File: config.mk
export PLATFORM = sky130hd
export DESIGN_NAME = dp_pipe_stage
export DESIGN_NICKNAME = d
export VERILOG_FILES = /design/src/rtl/dp_pkg.sv /design/src/rtl/dp_entry_reg.sv /design/src/rtl/dp_pipe_stage.sv
export SDC_FILE = /design/constraint.sdc
export NUM_CORES = 1
export LEC_CHECK = 0
export ABC_CLOCK_PERIOD_IN_PS = 2600
export CAP_MARGIN = 20
export CELL_PAD_IN_SITES_DETAIL_PLACEMENT = 2
export CELL_PAD_IN_SITES_GLOBAL_PLACEMENT = 2
export CORE_MARGIN = 4
export CORE_UTILIZATION = 30
export DETAILED_ROUTE_END_ITERATION = 10
export PLACE_DENSITY_LB_ADDON = 0.15
export SYNTH_ARGS = -nofsm -noshare
export SYNTH_HDL_FRONTEND = slang
export SYNTH_SLANG_ARGS = --single-unit
File: constraint.sdc
create_clock -name clk -period 2.6 [get_ports clk]
set_clock_uncertainty 0.2 [all_clocks]
set_input_delay 0.52 -clock clk [delete_from_list [all_inputs] [get_ports clk]]
set_output_delay 0.52 -clock clk [all_outputs]
set_load 0.05 [all_outputs]
File: src/rtl/dp_pkg.sv
`default_nettype none
// ============================================================================
// Module : dp_pkg
// Brief  : Shared widths, state encodings and field indices for dp_pipe_stage.
// Rev    : 1.0
// ============================================================================
package dp_pkg;

  localparam int DP_W        = 32;
  localparam int DP_N_FIELDS = 3;

  localparam logic [1:0] ST_EMPTY = 2'd0;
  localparam logic [1:0] ST_ONE   = 2'd1;
  localparam logic [1:0] ST_FULL  = 2'd2;

  localparam int F_X   = 0;
  localparam int F_NUM = 1;
  localparam int F_SUM = 2;

endpackage
`default_nettype wire

File: src/rtl/dp_entry_reg.sv
`default_nettype none
// ============================================================================
// Module : dp_entry_reg
// Brief  : One buffered beat {overflow, fields} with load enable and sync clear.
// Rev    : 1.0
// ============================================================================
module dp_entry_reg
  import dp_pkg::*;
#(
  parameter int WIDTH = DP_N_FIELDS * DP_W + 1
) (
  input  logic             clk,
  input  logic             rst,
  input  logic             clr,
  input  logic             load,
  input  logic [WIDTH-1:0] d,
  output logic [WIDTH-1:0] q
);

  logic [WIDTH-1:0] r_q;

  always_ff @(posedge clk) begin
    if (rst || clr) begin
      r_q <= '0;
    end else if (load) begin
      r_q <= d;
    end
  end

  assign q = r_q;

endmodule
`default_nettype wire

File: src/rtl/dp_pipe_stage.sv
`default_nettype none
// ============================================================================
// Module : dp_pipe_stage
// Brief  : Elastic valid/ready pipeline register with 2-entry skid buffer and
//          synchronous flush. Define DP_PIPE_OVF_STICKY_EN for sticky overflow.
// Rev    : 1.0
// ============================================================================
module dp_pipe_stage
  import dp_pkg::*;
#(
  parameter int W        = DP_W,
  parameter int N_FIELDS = DP_N_FIELDS
) (
  input  logic                  clk,
  input  logic                  rst,
  input  logic                  flush,
  input  logic                  in_valid,
  output logic                  in_ready,
  input  logic [N_FIELDS*W-1:0] in_data,
  input  logic                  in_overflow,
  output logic                  out_valid,
  input  logic                  out_ready,
  output logic [N_FIELDS*W-1:0] out_data,
  output logic                  out_overflow,
  output logic [1:0]            occupancy
);

  localparam int c_EW = N_FIELDS * W + 1;

  logic [1:0]      r_state;
  logic [1:0]      w_state_nxt;
  logic            w_it;
  logic            w_ot;
  logic            w_main_load;
  logic            w_skid_load;
  logic [c_EW-1:0] w_in_entry;
  logic [c_EW-1:0] w_main_d;
  logic [c_EW-1:0] w_main_q;
  logic [c_EW-1:0] w_skid_q;

  assign in_ready   = (r_state != ST_FULL) & ~rst & ~flush;
  assign out_valid  = (r_state != ST_EMPTY);
  assign w_it       = in_valid & in_ready;
  assign w_ot       = out_valid & out_ready;
  assign w_in_entry = {in_overflow, in_data};

  always_comb begin
    w_state_nxt = r_state;
    w_main_load = 1'b0;
    w_skid_load = 1'b0;
    w_main_d    = w_in_entry;
    occupancy   = 2'd0;
    case (r_state)
      ST_EMPTY: begin
        occupancy = 2'd0;
        if (w_it) begin
          w_main_load = 1'b1;
          w_state_nxt = ST_ONE;
        end
      end
      ST_ONE: begin
        occupancy = 2'd1;
        if (w_it && w_ot) begin
          w_main_load = 1'b1;
        end else if (w_it) begin
          w_skid_load = 1'b1;
          w_state_nxt = ST_FULL;
        end else if (w_ot) begin
          w_state_nxt = ST_EMPTY;
        end
      end
      ST_FULL: begin
        occupancy = 2'd2;
        // Skid beat was accepted after main, so it becomes the new head.
        w_main_d = w_skid_q;
        if (w_ot) begin
          w_main_load = 1'b1;
          w_state_nxt = ST_ONE;
        end
      end
      default: begin
        occupancy   = 2'd0;
        w_state_nxt = ST_EMPTY;
      end
    endcase
  end

  always_ff @(posedge clk) begin
    if (rst || flush) begin
      r_state <= ST_EMPTY;
    end else begin
      r_state <= w_state_nxt;
    end
  end

  dp_entry_reg #(.WIDTH(c_EW)) u_main (
    .clk  (clk),
    .rst  (rst),
    .clr  (flush),
    .load (w_main_load),
    .d    (w_main_d),
    .q    (w_main_q)
  );

  dp_entry_reg #(.WIDTH(c_EW)) u_skid (
    .clk  (clk),
    .rst  (rst),
    .clr  (flush),
    .load (w_skid_load),
    .d    (w_in_entry),
    .q    (w_skid_q)
  );

  assign out_data = w_main_q[c_EW-2:0];

`ifdef DP_PIPE_OVF_STICKY_EN
  logic r_ovf_sticky;

  always_ff @(posedge clk) begin
    if (rst || flush) begin
      r_ovf_sticky <= 1'b0;
    end else if (w_ot && w_main_q[c_EW-1]) begin
      r_ovf_sticky <= 1'b1;
    end
  end

  assign out_overflow = w_main_q[c_EW-1] | r_ovf_sticky;
`else
  assign out_overflow = w_main_q[c_EW-1];
`endif

endmodule
`default_nettype wire

==> flow_results.xml <==
<?xml version="1.0" encoding="UTF-8"?>
<metrics>
  <group name="critical_path">
    <metric name="worst_ep_required_time" unit="ps">1880</metric>
    <metric name="crit_buf_inv" unit="">2</metric>
    <metric name="setup.worst_path.end_class" unit="">output port</metric>
    <metric name="criticalPathCategory" unit="">input pin to output port</metric>
    <metric name="critPathLaunchType" unit="">input pin</metric>
    <metric name="critical_path.max_stage_delay" unit="ps">500</metric>
    <metric name="worstPathArrival" unit="ps">1670</metric>
    <metric name="worst-path-max-fanout" unit="">4</metric>
    <metric name="critical_path.top_delay_family" unit="">buffers and inverters</metric>
    <metric name="timing.critical_path.slowest_stage_cell" unit="">sky130_fd_sc_hd__clkdlybuf4s50_1</metric>
    <metric name="critical_path.cell_chain" unit="">clkdlybuf4s50_1 -&gt; or2_4 -&gt; nor2_2 -&gt; buf_4</metric>
  </group>
  <group name="drt">
    <metric name="firstDrtPassIters" unit="">4</metric>
    <metric name="drt_first_iter_violations" unit="">293</metric>
    <metric name="detail_route.drc_violations" unit="">0</metric>
    <metric name="wl_per_cell" unit="um">21.1</metric>
    <metric name="via_per_inst" unit="">5.47</metric>
    <metric name="final_ant_viol_nets" unit="">0</metric>
    <metric name="wirelength" unit="mm">30.6</metric>
    <metric name="vias" unit="">7914</metric>
  </group>
  <group name="timing">
    <metric name="final_number_of_setup_violating_endpoints" unit="">0</metric>
    <metric name="worst-slew-pin-transition" unit="ps">596</metric>
    <metric name="maxClockFrequency" unit="MHz">418</metric>
    <metric name="min_period" unit="ps">2390</metric>
    <metric name="worst_slack_setup_final" unit="ps">208</metric>
    <metric name="maxSlewViolCount" unit="">0</metric>
    <metric name="rsz_0062_raised_after_global_routing" unit="">false</metric>
    <metric name="fin_hold_ws" unit="ps">279</metric>
    <metric name="slew_headroom" unit="">0.601</metric>
    <metric name="setup_tns_final" unit="ps">0</metric>
    <metric name="timing_hold_violations_final" unit="">0</metric>
    <metric name="layout_worst_path_cycle_share" unit="">0.920</metric>
  </group>
  <group name="global_routing">
    <metric name="grt_overflow_total" unit="">0</metric>
    <metric name="grt_pass1_wl" unit="mm">47.8</metric>
    <metric name="grt_usage" unit="">0.188</metric>
    <metric name="grt_max_degree" unit="">87</metric>
    <metric name="grt_pass1_vias" unit="">8345</metric>
    <metric name="grt_antenna_before_repair" unit="">4</metric>
  </group>
  <group name="layout">
    <metric name="synthToLayoutAreaGrowth" unit="%">34.2</metric>
    <metric name="final_net_count" unit="">1149</metric>
    <metric name="design_area_final" unit="um^2">11700</metric>
    <metric name="mostFrequentLayoutCells" unit="">198 x sky130_fd_sc_hd__clkdlybuf4s50_1, 196 x sky130_fd_sc_hd__dfxtp_1, 164 x sky130_fd_sc_hd__a211oi_1</metric>
    <metric name="proportion_of_layout_cells_with_a_drive_suffix_above_1" unit="">0.0991</metric>
    <metric name="final_cells" unit="">1446</metric>
    <metric name="layout_commonest_cell" unit="">sky130_fd_sc_hd__clkdlybuf4s50_1</metric>
  </group>
  <group name="placed_design">
    <metric name="post-place-cells" unit="">1412</metric>
    <metric name="dpl-instance-area" unit="um^2">11100</metric>
    <metric name="dpl.hpwl" unit="mm">18.3</metric>
    <metric name="gp_congestion" unit="">0.698</metric>
    <metric name="detailedPlace.worstSlack" unit="ps">52.7</metric>
    <metric name="numPortBuffers" unit="">202</metric>
  </group>
  <group name="clock_tree">
    <metric name="post_cts_setup_buffer_count" unit="">0</metric>
    <metric name="hold_fix_buffers_at_cts" unit="">0</metric>
    <metric name="tritoncts.num_buffers" unit="">17</metric>
    <metric name="cts.htree.levels" unit="">4</metric>
    <metric name="clock_sink_count" unit="">196</metric>
    <metric name="worst_skew_pair.late_latency" unit="ps">440</metric>
    <metric name="post_cts.resized_instances" unit="">0</metric>
    <metric name="tritoncts" unit="">done</metric>
    <metric name="clkSlewWorstSetupHoldPaths" unit="ps">80</metric>
    <metric name="cts_root_buf" unit="">sky130_fd_sc_hd__clkbuf_16</metric>
    <metric name="clock_tree.buffer_depth" unit="">2</metric>
  </group>
  <group name="die">
    <metric name="initial_core_utilization" unit="">0.304</metric>
    <metric name="die_y" unit="um">178</metric>
    <metric name="floorplan.core_area" unit="um^2">28600</metric>
    <metric name="die_x" unit="um">178</metric>
    <metric name="die_area" unit="um^2">31800</metric>
    <metric name="num_io_pins" unit="">203</metric>
    <metric name="placement_rows" unit="">62</metric>
  </group>
  <group name="pwr">
    <metric name="power.share.sequential" unit="">0.467</metric>
    <metric name="worst_ir_drop_vdd" unit="mV">0.439</metric>
    <metric name="total_leakage_power" unit="nW">4.24</metric>
    <metric name="p_comb_frac" unit="">0.131</metric>
    <metric name="clock_power_share" unit="">0.402</metric>
    <metric name="power.switching_fraction" unit="">0.287</metric>
    <metric name="power.net_switching" unit="W">0.00188</metric>
    <metric name="internal_power_summed_over_all_cells" unit="W">0.00468</metric>
    <metric name="powerDensity" unit="nW/um^2">561</metric>
  </group>
  <group name="outcome">
    <metric name="run_status" unit="">completed</metric>
  </group>
  <group name="synth">
    <metric name="synth_edf_count" unit="">0</metric>
    <metric name="synth_xor_xnor_area_share" unit="">0</metric>
    <metric name="synth_top_cells_by_area" unit="">sky130_fd_sc_hd__dfxtp_1 45%, sky130_fd_sc_hd__a211oi_1 14%, sky130_fd_sc_hd__mux2i_1 11%</metric>
    <metric name="async_reset_ff_frac" unit="">0</metric>
    <metric name="adder_cell_share_of_the_synthesized_area" unit="">0</metric>
    <metric name="ys_seq_area_frac" unit="">0.451</metric>
    <metric name="netlist_instances" unit="">918</metric>
    <metric name="dominantRegCellSynth" unit="">sky130_fd_sc_hd__dfxtp_1</metric>
    <metric name="yosysUniqueCellTypes" unit="">26</metric>
    <metric name="syn-num-nets" unit="">1020</metric>
    <metric name="synth_area_in_compound_gates" unit="">0.300</metric>
    <metric name="post_synth.cell_area_avg" unit="um^2">9.48</metric>
    <metric name="cell_area_after_technology_mapping" unit="um^2">8700</metric>
    <metric name="yosys_register_bits" unit="">196</metric>
    <metric name="synth_top_family_by_area" unit="">compound AO/OA/AOI/OAI gates</metric>
    <metric name="synth_simple_gate_area_frac" unit="">0.0673</metric>
    <metric name="post-synth-top-area-fraction" unit="">0.451</metric>
    <metric name="synth_largest_area_cell" unit="">sky130_fd_sc_hd__dfxtp_1</metric>
    <metric name="ys.warnings.count" unit="">0</metric>
    <metric name="synth_mux_area_frac" unit="">0.113</metric>
  </group>
  <group name="min_path">
    <metric name="hold_class" unit="">flop to flop</metric>
  </group>
  <group name="run">
    <metric name="drv.max_cap_violation_count" unit="">0</metric>
  </group>
</metrics>
## sequential cells by signal, summed over array words and instances, names as in the netlist
| signal | count |
|---|---|
| r_state | 2 |
| u_skid.q | 97 |
| u_main.q | 97 |
## cells by family (layout without fill, tap and decap cells)
| kind of cell | count (synthesis) | in the layout |
|---|---|---|
| other cells | 0 | 2 |
| flops | 196 | 196 |
| mux | 98 | 98 |
| compound gates | 392 | 392 |
| simple gates | 110 | 110 |
| buf+inv | 122 | 264 |
## metrics by stage
stage          power (W)   util
6_report         0.00656  0.408
5_1_grt          0.00686  0.408
4_1_cts          0.00666  0.408
3_5_place_dp     0.00400  0.388
3_3_place_gp     0.00399  0.388
2_1_floorplan    0.00360      -
## area by class of cell
type / count / area [um^2]
flip-flops and latches: 196 / 3920
clock inverters: 13 / 140
fillers: 3040 / 16900
clock buffers: 19 / 433
diodes: 2 / 5.00
multi-input cells: 600 / 4220
repair buffers: 231 / 2480
well taps: 384 / 480
inverters: 1 / 3.75
## routing by layer
layer,part of all wire,global-route usage
met5,0.0013,0
met4,0.014,0.0445
met3,0.039,0.0413
met2,0.48,0.312
met1,0.47,0.251
## worst paths after layout
path | startpoint | end | slack (ps) | cells past startpoint
setup / recovery | rst | in_ready | 210 | 4
hold / removal | u_skid.q[9]$_SDFFE_PP0P_ | u_skid.q[9]$_SDFFE_PP0P_ | 280 | 2
setup reg to reg | r_state[1]$_SDFFE_PP0P_ | u_skid.q[67]$_SDFFE_PP0P_ | 600 | 4
hold reg to reg | u_skid.q[9]$_SDFFE_PP0P_ | u_skid.q[9]$_SDFFE_PP0P_ | 280 | 2
## synthesized netlist by cell type, types with 2 or more instances
master and instances:
sky130_fd_sc_hd__nor2_1 2, sky130_fd_sc_hd__mux2i_1 98, sky130_fd_sc_hd__buf_4 7, sky130_fd_sc_hd__dfxtp_1 196
sky130_fd_sc_hd__a211oi_1 164, sky130_fd_sc_hd__buf_6 9, sky130_fd_sc_hd__buf_1 3, sky130_fd_sc_hd__clkbuf_1 60
sky130_fd_sc_hd__a211oi_2 30, sky130_fd_sc_hd__nand2b_1 2, sky130_fd_sc_hd__o21ai_1 20, sky130_fd_sc_hd__nand3_1 97
sky130_fd_sc_hd__or2_2 2, sky130_fd_sc_hd__a21oi_1 98, sky130_fd_sc_hd__o21ai_0 77, sky130_fd_sc_hd__nor2b_1 2
sky130_fd_sc_hd__buf_2 42
## worst register-to-register path, stage by stage, from the launching register on
cell and delay [ps]:
sky130_fd_sc_hd__dfxtp_1 440, sky130_fd_sc_hd__or4b_4 640, sky130_fd_sc_hd__buf_12 220, sky130_fd_sc_hd__o21ai_0 260, sky130_fd_sc_hd__a21oi_1 120
## power by group through the flow
stage          logic (W)  clock network, W  registers, W
5_1_grt         0.000915           0.00287       0.00307
3_3_place_gp    0.000858                 0       0.00314
6_report        0.000856           0.00264       0.00306
3_5_place_dp    0.000864                 0       0.00314
4_1_cts         0.000867           0.00273       0.00307
2_1_floorplan   0.000339                 0       0.00326
Power figures use the tool's default switching activity.
